File: src/rtl/uart_pkg.sv
// Shared types and constants for the UART transmit path.
// Parity modes, transmit FSM states and the minimum divisor.
package uart_pkg;

  typedef enum logic [1:0] {
    NONE     = 2'b00,
    EVEN     = 2'b01,
    ODD      = 2'b10,
    NONE_ALT = 2'b11
  } parity_e;

  typedef enum logic [2:0] {
    IDLE,
    START,
    DATA,
    PARITY,
    STOP
  } tx_state_e;

  localparam int MIN_DIV = 2;

endpackage

File: src/rtl/uart_tx_frame_fifo.sv
// Synchronous FIFO with occupancy count.
// Overflowing pushes and underflowing pops are dropped.
module sync_fifo #(
  parameter int WIDTH = 8,
  parameter int DEPTH = 16
) (
  input  logic                   clock,
  input  logic                   reset,
  input  logic                   push,
  input  logic [WIDTH-1:0]       push_data,
  input  logic                   pop,
  output logic [WIDTH-1:0]       pop_data,
  output logic                   full,
  output logic                   empty,
  output logic [$clog2(DEPTH):0] count
);

  localparam int AW = $clog2(DEPTH);
  localparam int CW = AW + 1;

  logic [WIDTH-1:0] mem [DEPTH];
  logic [AW-1:0]    wr_ptr;
  logic [AW-1:0]    rd_ptr;
  logic             do_push;
  logic             do_pop;

  assign full     = (count == CW'(DEPTH));
  assign empty    = (count == '0);
  assign do_push  = push && !full;
  assign do_pop   = pop && !empty;
  assign pop_data = mem[rd_ptr];

  // Pointers and count; both ends may move on the same edge.
  always_ff @(posedge clock) begin
    if (reset) begin
      wr_ptr <= '0;
      rd_ptr <= '0;
      count  <= '0;
    end else begin
      if (do_push) wr_ptr <= wr_ptr + AW'(1);
      if (do_pop)  rd_ptr <= rd_ptr + AW'(1);
      unique case ({do_push, do_pop})
        2'b10:   count <= count + CW'(1);
        2'b01:   count <= count - CW'(1);
        default: count <= count;
      endcase
    end
  end

  // Storage write port.
  always_ff @(posedge clock) begin
    if (do_push) mem[wr_ptr] <= push_data;
  end

endmodule

File: src/rtl/uart_tx_frame.sv
// Buffered UART transmitter: FIFO, runtime divisor, parity, 1/2 stop.
// Frames are sent back-to-back while the FIFO holds data.
module uart_tx_frame
  import uart_pkg::*;
#(
  parameter int DATA_BITS  = 8,
  parameter int FIFO_DEPTH = 16,
  parameter int DIV_WIDTH  = 16
) (
  input  logic                        clock,
  input  logic                        reset,
  input  logic [DIV_WIDTH-1:0]        cfg_div,
  input  logic [1:0]                  cfg_parity,
  input  logic                        cfg_stop2,
  input  logic                        in_valid,
  input  logic [DATA_BITS-1:0]        in_data,
  output logic                        in_ready,
  output logic [$clog2(FIFO_DEPTH):0] fifo_count,
  output logic                        tx_busy,
  output logic                        txd
);

  localparam int BW = $clog2(DATA_BITS + 1);

  tx_state_e            state_q, state_d;
  logic [DIV_WIDTH-1:0] cnt_q, cnt_d;
  logic [DIV_WIDTH-1:0] div_q, div_d;
  logic [DIV_WIDTH-1:0] div_eff;
  logic [BW-1:0]        bit_q, bit_d;
  logic [DATA_BITS-1:0] sh_q, sh_d;
  logic                 par_q, par_d;
  logic                 pen_q, pen_d;
  logic                 stop2_q, stop2_d;
  logic                 stopn_q, stopn_d;
  logic                 line;
  logic                 tick;
  logic                 load;
  logic                 pop;
  logic                 full;
  logic                 empty;
  logic [DATA_BITS-1:0] pop_data;
  parity_e              par_cfg;

  assign par_cfg  = parity_e'(cfg_parity);
  assign tick     = (cnt_q == '0);
  assign in_ready = !reset && !full;
  assign div_eff  = (cfg_div < DIV_WIDTH'(MIN_DIV))
                  ? DIV_WIDTH'(MIN_DIV) : cfg_div;

  sync_fifo #(
    .WIDTH (DATA_BITS),
    .DEPTH (FIFO_DEPTH)
  ) u_fifo (
    .clock     (clock),
    .reset     (reset),
    .push      (in_valid),
    .push_data (in_data),
    .pop       (pop),
    .pop_data  (pop_data),
    .full      (full),
    .empty     (empty),
    .count     (fifo_count)
  );

  // Next-state, bit timing and line level for the current state.
  always_comb begin
    state_d = state_q;
    cnt_d   = cnt_q;
    div_d   = div_q;
    bit_d   = bit_q;
    sh_d    = sh_q;
    par_d   = par_q;
    pen_d   = pen_q;
    stop2_d = stop2_q;
    stopn_d = stopn_q;
    line    = 1'b1;
    load    = 1'b0;
    pop     = 1'b0;
    if (state_q != IDLE) begin
      cnt_d = tick ? div_q - DIV_WIDTH'(1)
                   : cnt_q - DIV_WIDTH'(1);
    end
    unique case (state_q)
      IDLE: begin
        load = !empty;
      end
      START: begin
        line = 1'b0;
        if (tick) state_d = DATA;
      end
      DATA: begin
        line = sh_q[0];
        if (tick) begin
          sh_d  = sh_q >> 1;
          par_d = par_q ^ sh_q[0];
          bit_d = bit_q + BW'(1);
          if (bit_q == BW'(DATA_BITS - 1)) begin
            state_d = pen_q ? PARITY : STOP;
          end
        end
      end
      PARITY: begin
        line = par_q;
        if (tick) state_d = STOP;
      end
      STOP: begin
        line = 1'b1;
        if (tick) begin
          if (stop2_q && !stopn_q) begin
            stopn_d = 1'b1;
          end else begin
            state_d = IDLE;
            load    = !empty;
          end
        end
      end
      default: state_d = IDLE;
    endcase
    if (load) begin
      pop     = 1'b1;
      state_d = START;
      cnt_d   = div_eff - DIV_WIDTH'(1);
      div_d   = div_eff;
      bit_d   = '0;
      sh_d    = pop_data;
      par_d   = (par_cfg == ODD);
      pen_d   = (par_cfg == EVEN) || (par_cfg == ODD);
      stop2_d = cfg_stop2;
      stopn_d = 1'b0;
    end
  end

  // Frame state and registered line outputs.
  always_ff @(posedge clock) begin
    if (reset) begin
      state_q <= IDLE;
      cnt_q   <= '0;
      div_q   <= DIV_WIDTH'(MIN_DIV);
      bit_q   <= '0;
      sh_q    <= '0;
      par_q   <= 1'b0;
      pen_q   <= 1'b0;
      stop2_q <= 1'b0;
      stopn_q <= 1'b0;
      txd     <= 1'b1;
      tx_busy <= 1'b0;
    end else begin
      state_q <= state_d;
      cnt_q   <= cnt_d;
      div_q   <= div_d;
      bit_q   <= bit_d;
      sh_q    <= sh_d;
      par_q   <= par_d;
      pen_q   <= pen_d;
      stop2_q <= stop2_d;
      stopn_q <= stopn_d;
      txd     <= line;
      tx_busy <= (state_q != IDLE);
    end
  end

endmodule

File: config.mk
export PLATFORM = sky130hd
export DESIGN_NAME = uart_tx_frame
export DESIGN_NICKNAME = d
export VERILOG_FILES = /design/src/rtl/uart_pkg.sv /design/src/rtl/uart_tx_frame_fifo.sv /design/src/rtl/uart_tx_frame.sv
export SDC_FILE = /design/constraint.sdc
export NUM_CORES = 1
export LEC_CHECK = 0
export BUFFER_PORTS_ARGS = -buffer_cell sky130_fd_sc_hd__buf_4
export CORE_ASPECT_RATIO = 1.75
export CORE_MARGIN = 3
export CORE_UTILIZATION = 50
export CTS_BUF_LIST = sky130_fd_sc_hd__clkbuf_4 sky130_fd_sc_hd__clkbuf_8
export DETAILED_ROUTE_END_ITERATION = 7
export HOLD_SLACK_MARGIN = 0.05
export PLACE_DENSITY = 0.66
export SLEW_MARGIN = 20
export SYNTH_ARGS = -nofsm -noshare
export SYNTH_HDL_FRONTEND = slang
export SYNTH_SLANG_ARGS = --single-unit
File: constraint.sdc
create_clock -name clock -period 3.98 [get_ports clock]
set_input_delay 0.199 -clock clock [delete_from_list [all_inputs] [get_ports clock]]
set_output_delay 0.199 -clock clock [all_outputs]
set_load 0.01 [all_outputs]
# Yosys cells after proc, flatten, opt, wreduce, memory -nomap -nowiden
# Memory sizes are Yosys's and may differ from the RTL's. A register that Yosys moved wholly into a read port is not among the register bits.
# Index checks and enable logic that the tools add are counted.
[word_totals] input_bits=30 latchBits=0 memories=1 regBits=66 rom_bits=0 word_cells=102 output_inout_bits=8 mem_bits_rw=128
[op_classes] n_addsub=8 magnitude_cmp=1 reduce_logical=23 bitwise_logic=2 n_eq_ne=23 mux=29 div=0 n_shift=0 multipliers=0
[memory_table] memory="u_fifo.mem" words=16 width=8 read_ports=1 rd_clocked_by_memory_dff=1 wr=1 line="uart_tx_frame_fifo.sv:21" source="logic [WIDTH-1:0] mem [DEPTH];"
[op_table] op="16-bit 2-to-1 mux" count=4
[op_table] op="16-bit by 1-bit subtractor with 16-bit output (second input constant)" count=3
[op_table] op="8-bit 2-to-1 mux" count=3
[op_table] op="3-bit 2-to-1 mux" count=7
[op_table] op="3-bit != test (second input constant)" count=6
[op_table] op="16-bit logical NOT" count=1
[op_table] op="16-bit by 2-bit less-than comparator with 1-bit output (second input constant)" count=1
[op_table] op="3-bit case mux with 5 select lines" count=1
[op_table] op="2-bit != test (second input constant)" count=7
[op_table] op="7-bit AND reduction" count=2
[op_table] op="4-bit by 1-bit adder with 4-bit output (second input constant)" count=3
[op_table] op="5-bit case mux with 2 select lines" count=1
[op_table] op="1-bit 2-to-1 mux" count=9
[op_table] op="4-bit 2-to-1 mux" count=2
[op_table] op="2-bit nonzero test" count=4
[op_table] op="3-bit by 2-bit equality test with 1-bit output (second input constant)" count=2
[op_table] op="5-bit by 1-bit adder with 5-bit output (second input constant)" count=1
[op_table] op="5-bit equality test (second input constant)" count=1
[op_table] op="5-bit logical NOT" count=1
[op_table] op="5-bit by 1-bit subtractor with 5-bit output (second input constant)" count=1
[op_table] op="2-bit by 1-bit equality test with 1-bit output (second input constant)" count=2
[op_table] op="2-bit equality test (second input constant)" count=2
[op_table] op="4-bit by 3-bit equality test with 1-bit output (second input constant)" count=1
[op_table] op="1-bit logical AND" count=4
[op_table] op="13 further kinds" count=17

# Depth between registers and ports, before layout
[logic_depth] ltp_word=9 mapped_depth=18 ltp_nobuf=14

# Cells and area by module
# Synthesis repeated with hierarchy kept, for this count alone.
[hier_totals] hier_cells=685 hier_area_um2=9027.4
[by_module_without_submodules] module="sync_fifo" n_inst=1 cells_per_inst=305 area_per_inst_um2=5974.5
[by_module_without_submodules] module="uart_tx_frame" n_inst=1 cells_per_inst=380 area_per_inst_um2=3052.9

# Least setup slack after synthesis
# Ideal clock, no wire load.
[synth_timing] path_type="reg2reg" from="reg u_fifo.count[0]" to="reg cnt_q[10]" path_slack_ns=0.579 t_arrival_ns=3.316 setup_ns=0.086 n_path_buf=4 stages_incl_launch_ff=16 synth_period_minus_slack_ns=3.401 cell_sequence="dfxtp_1 > or4_1 > o211ai_1 > o31a_1 > buf_6 > buf_4 > buf_2 > buf_2 > a21o_1 > ha_1 > nand2_1 > or2_2 > nor3b_2 > o221ai_1 > xor2_1 > a211oi_1"
[synth_between] elab_chain_cells=6
[synth_lines] item="start: declaration" line="uart_tx_frame_fifo.sv:15" source="output logic [$clog2(DEPTH):0] count"
[synth_lines] item="start signal: assignment" line="uart_tx_frame_fifo.sv:43" source="2'b10: count <= count + CW'(1);"
[synth_lines] item="start signal: assignment" line="uart_tx_frame_fifo.sv:44" source="2'b01: count <= count - CW'(1);"
[synth_lines] item="start signal: assignment" line="uart_tx_frame_fifo.sv:45" source="default: count <= count;"
[synth_lines] item="5-bit logical NOT *" line="uart_tx_frame_fifo.sv:28" source="assign empty = (count == '0);"
[synth_lines] item="1-bit logical NOT *" line="uart_tx_frame.sv:85, uart_tx_frame.sv:113"
[synth_lines] item="1-bit 2-to-1 mux" line="uart_tx_frame.sv:109" source="if (stop2_q && !stopn_q) begin"
[synth_lines] item="1-bit 2-to-1 mux" line="uart_tx_frame.sv:108" source="if (tick) begin"
[synth_lines] item="1-bit case mux with 2 select lines *" line="uart_tx_frame.sv:83" source="unique case (state_q)"
[synth_lines] item="16-bit 2-to-1 mux or 2-bit nonzero test (tied branches)"
[synth_lines] item="end signal: assignment" line="uart_tx_frame.sv:149" source="cnt_q <= cnt_d;"
[synth_lines] item="end: declaration" line="uart_tx_frame.sv:26" source="logic [DIV_WIDTH-1:0] cnt_q, cnt_d;"
# Mark *: on every way between the ends. The rest lies on a longest branch, timed or not.
# A chain may end at the register's enable or synchronous reset.

# Final worst setup path
[layout_timing] from="reg cnt_q[9]" to="reg cnt_q[10]"
[layout_between] elab_chain_cells=4
[layout_lines] item="16-bit by 1-bit subtractor with 16-bit output or 16-bit logical NOT (tied branches)" line="uart_tx_frame.sv:81, uart_tx_frame.sv:45"
[layout_lines] item="16-bit 2-to-1 mux or 1-bit 2-to-1 mux (tied branches)" line="uart_tx_frame.sv:80, uart_tx_frame.sv:108"
[layout_lines] item="16-bit 2-to-1 mux or 1-bit case mux with 2 select lines (tied branches)" line="uart_tx_frame.sv:79, uart_tx_frame.sv:83"
[layout_lines] item="16-bit 2-to-1 mux or 2-bit nonzero test (tied branches)"
# Several ways; a longest one is shown, not always the timed one. The select of a mux whose other input is x is not followed.

==> impl_metrics.csv <==
group,metric,value,unit
grt,gr-total-overflow,0,
critical_path,crit_type,"reg -> reg",
yosys,synth_seq_cells,198,
placement,portBuffers,37,
drt,drtPass1Iterations,5,
yosys,synthCells,673,
clock_tree,cts_root_buffer,"clkbuf_8",
critical_path,critical_path_peak_fanout,14,
critical_path,startpoint,"cnt_q[9]",
floorplanning,fp.dieH,180,um
placement,gp_congestion,0.916,
drt,detail_route.wl_per_cell,19.4,um
yosys,synth_edf_count,128,
critical_path,worstPathArrival,4.02,ns
drt,drt_iter0_markers,343,
final_layout,drive_above_1_share,0.190,
grt,grt_pass1_wl,30900,um
yosys,synth_ff_type,"edfxtp_1",
clock_tree,cts-resized-gates,0,
yosys,synth.avg_cell_area,12.9,um2
power,power_frac_seq,0.415,
clock_tree,cts_max_level,4,
placement,place_hpwl,13600,um
drt,antenna_left,0,
critical_path,crit_top_cell,"nand2_1",
grt,antenna_found_initial,0,
floorplanning,initial_utilization,0.511,
floorplanning,io_pins,38,
power,cellLeakagePower,3.31,nW
floorplanning,dieArea,19000,um2
power,switchingPower,2.47,mW
critical_path,reg2regPathDepth,14,
grt,globalRouteTotalUtil,0.209,
clock_tree,clock_sinks,198,
clock_tree,clockBufferDepth,2,
critical_path,crit_slowest_cell,"nor4_1",
critical_path,critPathBufInv,1,
drt,vias_per_cell,5.80,
critical_path,reg2reg_to,"cnt_q[10]",
grt,grt_pass1_vias,5887,
yosys,synth_top_area_frac,0.444,
yosys,synthTopCellsByCount,"128 x edfxtp_1, 72 x nand2_1, 70 x dfxtp_1",
yosys,synth_fp_nets,716,
critical_path,cp_data_required_time,4.36,ns
critical_path,r2r_setup_slack,0.34,ns
yosys,seq_area_frac_synth,0.606,
final_layout,area_growth,13.6,%
floorplanning,placementRows,63,
flow_run,maxCapViolCount,0,
yosys,synthTopCellsByArea,"edfxtp_1 44%, dfxtp_1 16%, mux4_2 10%",
power,swShare,0.376,
clock_tree,post_cts.repair.setup_buffers,0,
timing,period_share,0.915,
grt,busiest_layer,"met2",
power,ir_drop,0.347,mV
grt,grt_max_degree,70,
critical_path,slowest_delay,0.49,ns
floorplanning,die_x,105,um
worst_hold_path,worstHoldEndpoint,"div_q[9]",
drt,vias,5631,
yosys,synth_warnings,0,
yosys,synth_area,8660,um2
final_layout,nets,774,
clock_tree,cts_hold_buf,25,
worst_hold_path,holdCritStartpoint,"cfg_div[9]",
power,internal_power,4.10,mW
critical_path,cp-end-kind,"flop",
yosys,synth_top_area_cell,"edfxtp_1",
timing,max_freq,0.275,GHz
final_layout,final_core_util,0.581,
timing,setup_viol,0,
power,p_per_area,667,nW/um2
final_layout,fillCellCount,1361,
yosys,synthArstFlopShare,0,
timing,grt_setup_unrepaired,"false",
outcome,outcome,"finished, final reports clean",
timing,setup_tns,0,ns
critical_path,worstPathCellList,"nor4_1 -> nand3_1 -> o31a_2 -> inv_2 -> nand2_1 -> nor2_1 -> a21o_1 -> ha_1 -> nand2_1 -> a311oi_1 -> and3_1 -> o221ai_1 -> xor2_1 -> a211oi_1",
timing,worst_pin_slew,1.06,ns
timing,min_period,3.64,ns
critical_path,path_delay_family,"simple AND/OR/NAND/NOR gates",
clock_tree,path_clk_slew,0.10,ns
placement,pre_cts_ws,0.386,ns
grt,use_met1,0.223,
grt,met3_usage,0.0333,
clock_tree,cts_tree,"built",
timing,max_slew_margin,0.290,
critical_path,r2r-start,"cnt_q[9]",
yosys,synth_cell_type_count,61,
worst_hold_path,worstHoldPathType,"in -> reg",
power,p_clk_frac,0.202,
drt,drc,0,
clock_tree,numCtsBuffers,17,
final_layout,diodes,0,
timing,hold_violations,0,
floorplanning,core,16900,um2
clock_tree,clock_latency,0.46,ns
grt,grtUsageMet2,0.390,
power,combPwrFrac,0.383,
critical_path,worstSetupStartpointType,"flop",
timing,worst_slack,0.337,ns
drt,routed_wl,18900,um
worst_hold_path,min_path_cells,3,
timing,skew,0.0145,ns
yosys,yosysMostFrequentCell,"edfxtp_1",
timing,slew_violations,0,
[per-layer routing]
layer	share of wire	wire length, um
met5	0	0
met4	0.044	835
met3	0.035	651
met2	0.57	10800
met1	0.35	6530
[power groups by stage]
stage	Sequential, mW	Combinational (mW)	Clock (mW)
after floorplan	2.66	1.93	0
after detailed placement	2.77	2.50	0
final	2.72	2.52	1.33
after global placement	2.75	2.47	0
after CTS	2.72	2.53	1.37
after global routing	2.77	2.77	1.46
[registers in the layout (all words and copies together), names as in the netlist, 4 cells and up, named ones only]
signal / cells
u_fifo.wr_ptr: 4
sh_q: 8
bit_q: 4
u_fifo.rd_ptr: 4
u_fifo.count: 5
cnt_q: 16
div_q: 16
u_fifo.mem: 128
[worst min-delay path, stage by stage]
cell	delay [ns]
buf_4	0.12
nand2_1	0.11
a21oi_1	0.08
[layout make-up]
cell class              count  area, um2  share of cell area
clock inverters            14        190              0.0193
repair buffers             76        633              0.0643
multi-input cells         425       3200               0.325
inverters                  13       48.8             0.00496
flip-flops and latches    198       5250               0.533
clock buffers              18        241              0.0245
well taps                 227        284              0.0289
[through the flow]
stage / power (mW) / std cells / area, um2 / hold slack, ns
5_1_grt: 7.00 / 971 / 9840 / 0.0616
6_report: 6.57 / 971 / 9840 / 0.0797
3_5_place_dp: 5.28 / 914 / 9160 / 0.452
3_3_place_gp: 5.22 / 914 / 9160 / 0.450
4_1_cts: 6.63 / 971 / 9840 / 0.0562
2_1_floorplan: 4.59 / 673 / 8660 / 0.298
[worst max-delay path by stage]
stage / end / depth (start not counted)
CTS: cnt_q[10] / 14
global placement: cnt_q[10] / 14
finish: cnt_q[10] / 14
detailed placement: cnt_q[10] / 14
floorplan: cnt_q[10] / 15
global route: cnt_q[10] / 14
[cell usage in the layout, fill, tap and decap left out, types with 5 or more instances in the layout]
cell type,instances
ha_1,12
clkbuf_8,17
dlygate4sd3_1,25
nand2_1,72
mux2i_1,5
inv_1,12
a211oi_1,12
nand2b_1,12
nor2_1,68
a311oi_1,9
o21ai_0,12
nor4_1,7
edfxtp_1,128
a31oi_1,6
a21oi_1,49
xnor2_1,14
dfxtp_1,69
nor3_1,19
mux4_2,40
nand3_1,8
buf_4,51
or3_1,6
xor2_1,14
[cells by family (layout without fill, tap and decap cells)]
family / count (synthesis) / in the layout / share of synthesized area
buf+inv: 50 / 121 / 0.0256
fa+ha+maj: 13 / 13 / 0.0196
mux: 45 / 45 / 0.110
flops: 198 / 198 / 0.606
simple gates: 219 / 219 / 0.120
xor+xnor: 28 / 28 / 0.0283
compound gates: 120 / 120 / 0.0909
No activity file was read; power rests on OpenSTA's default activity.
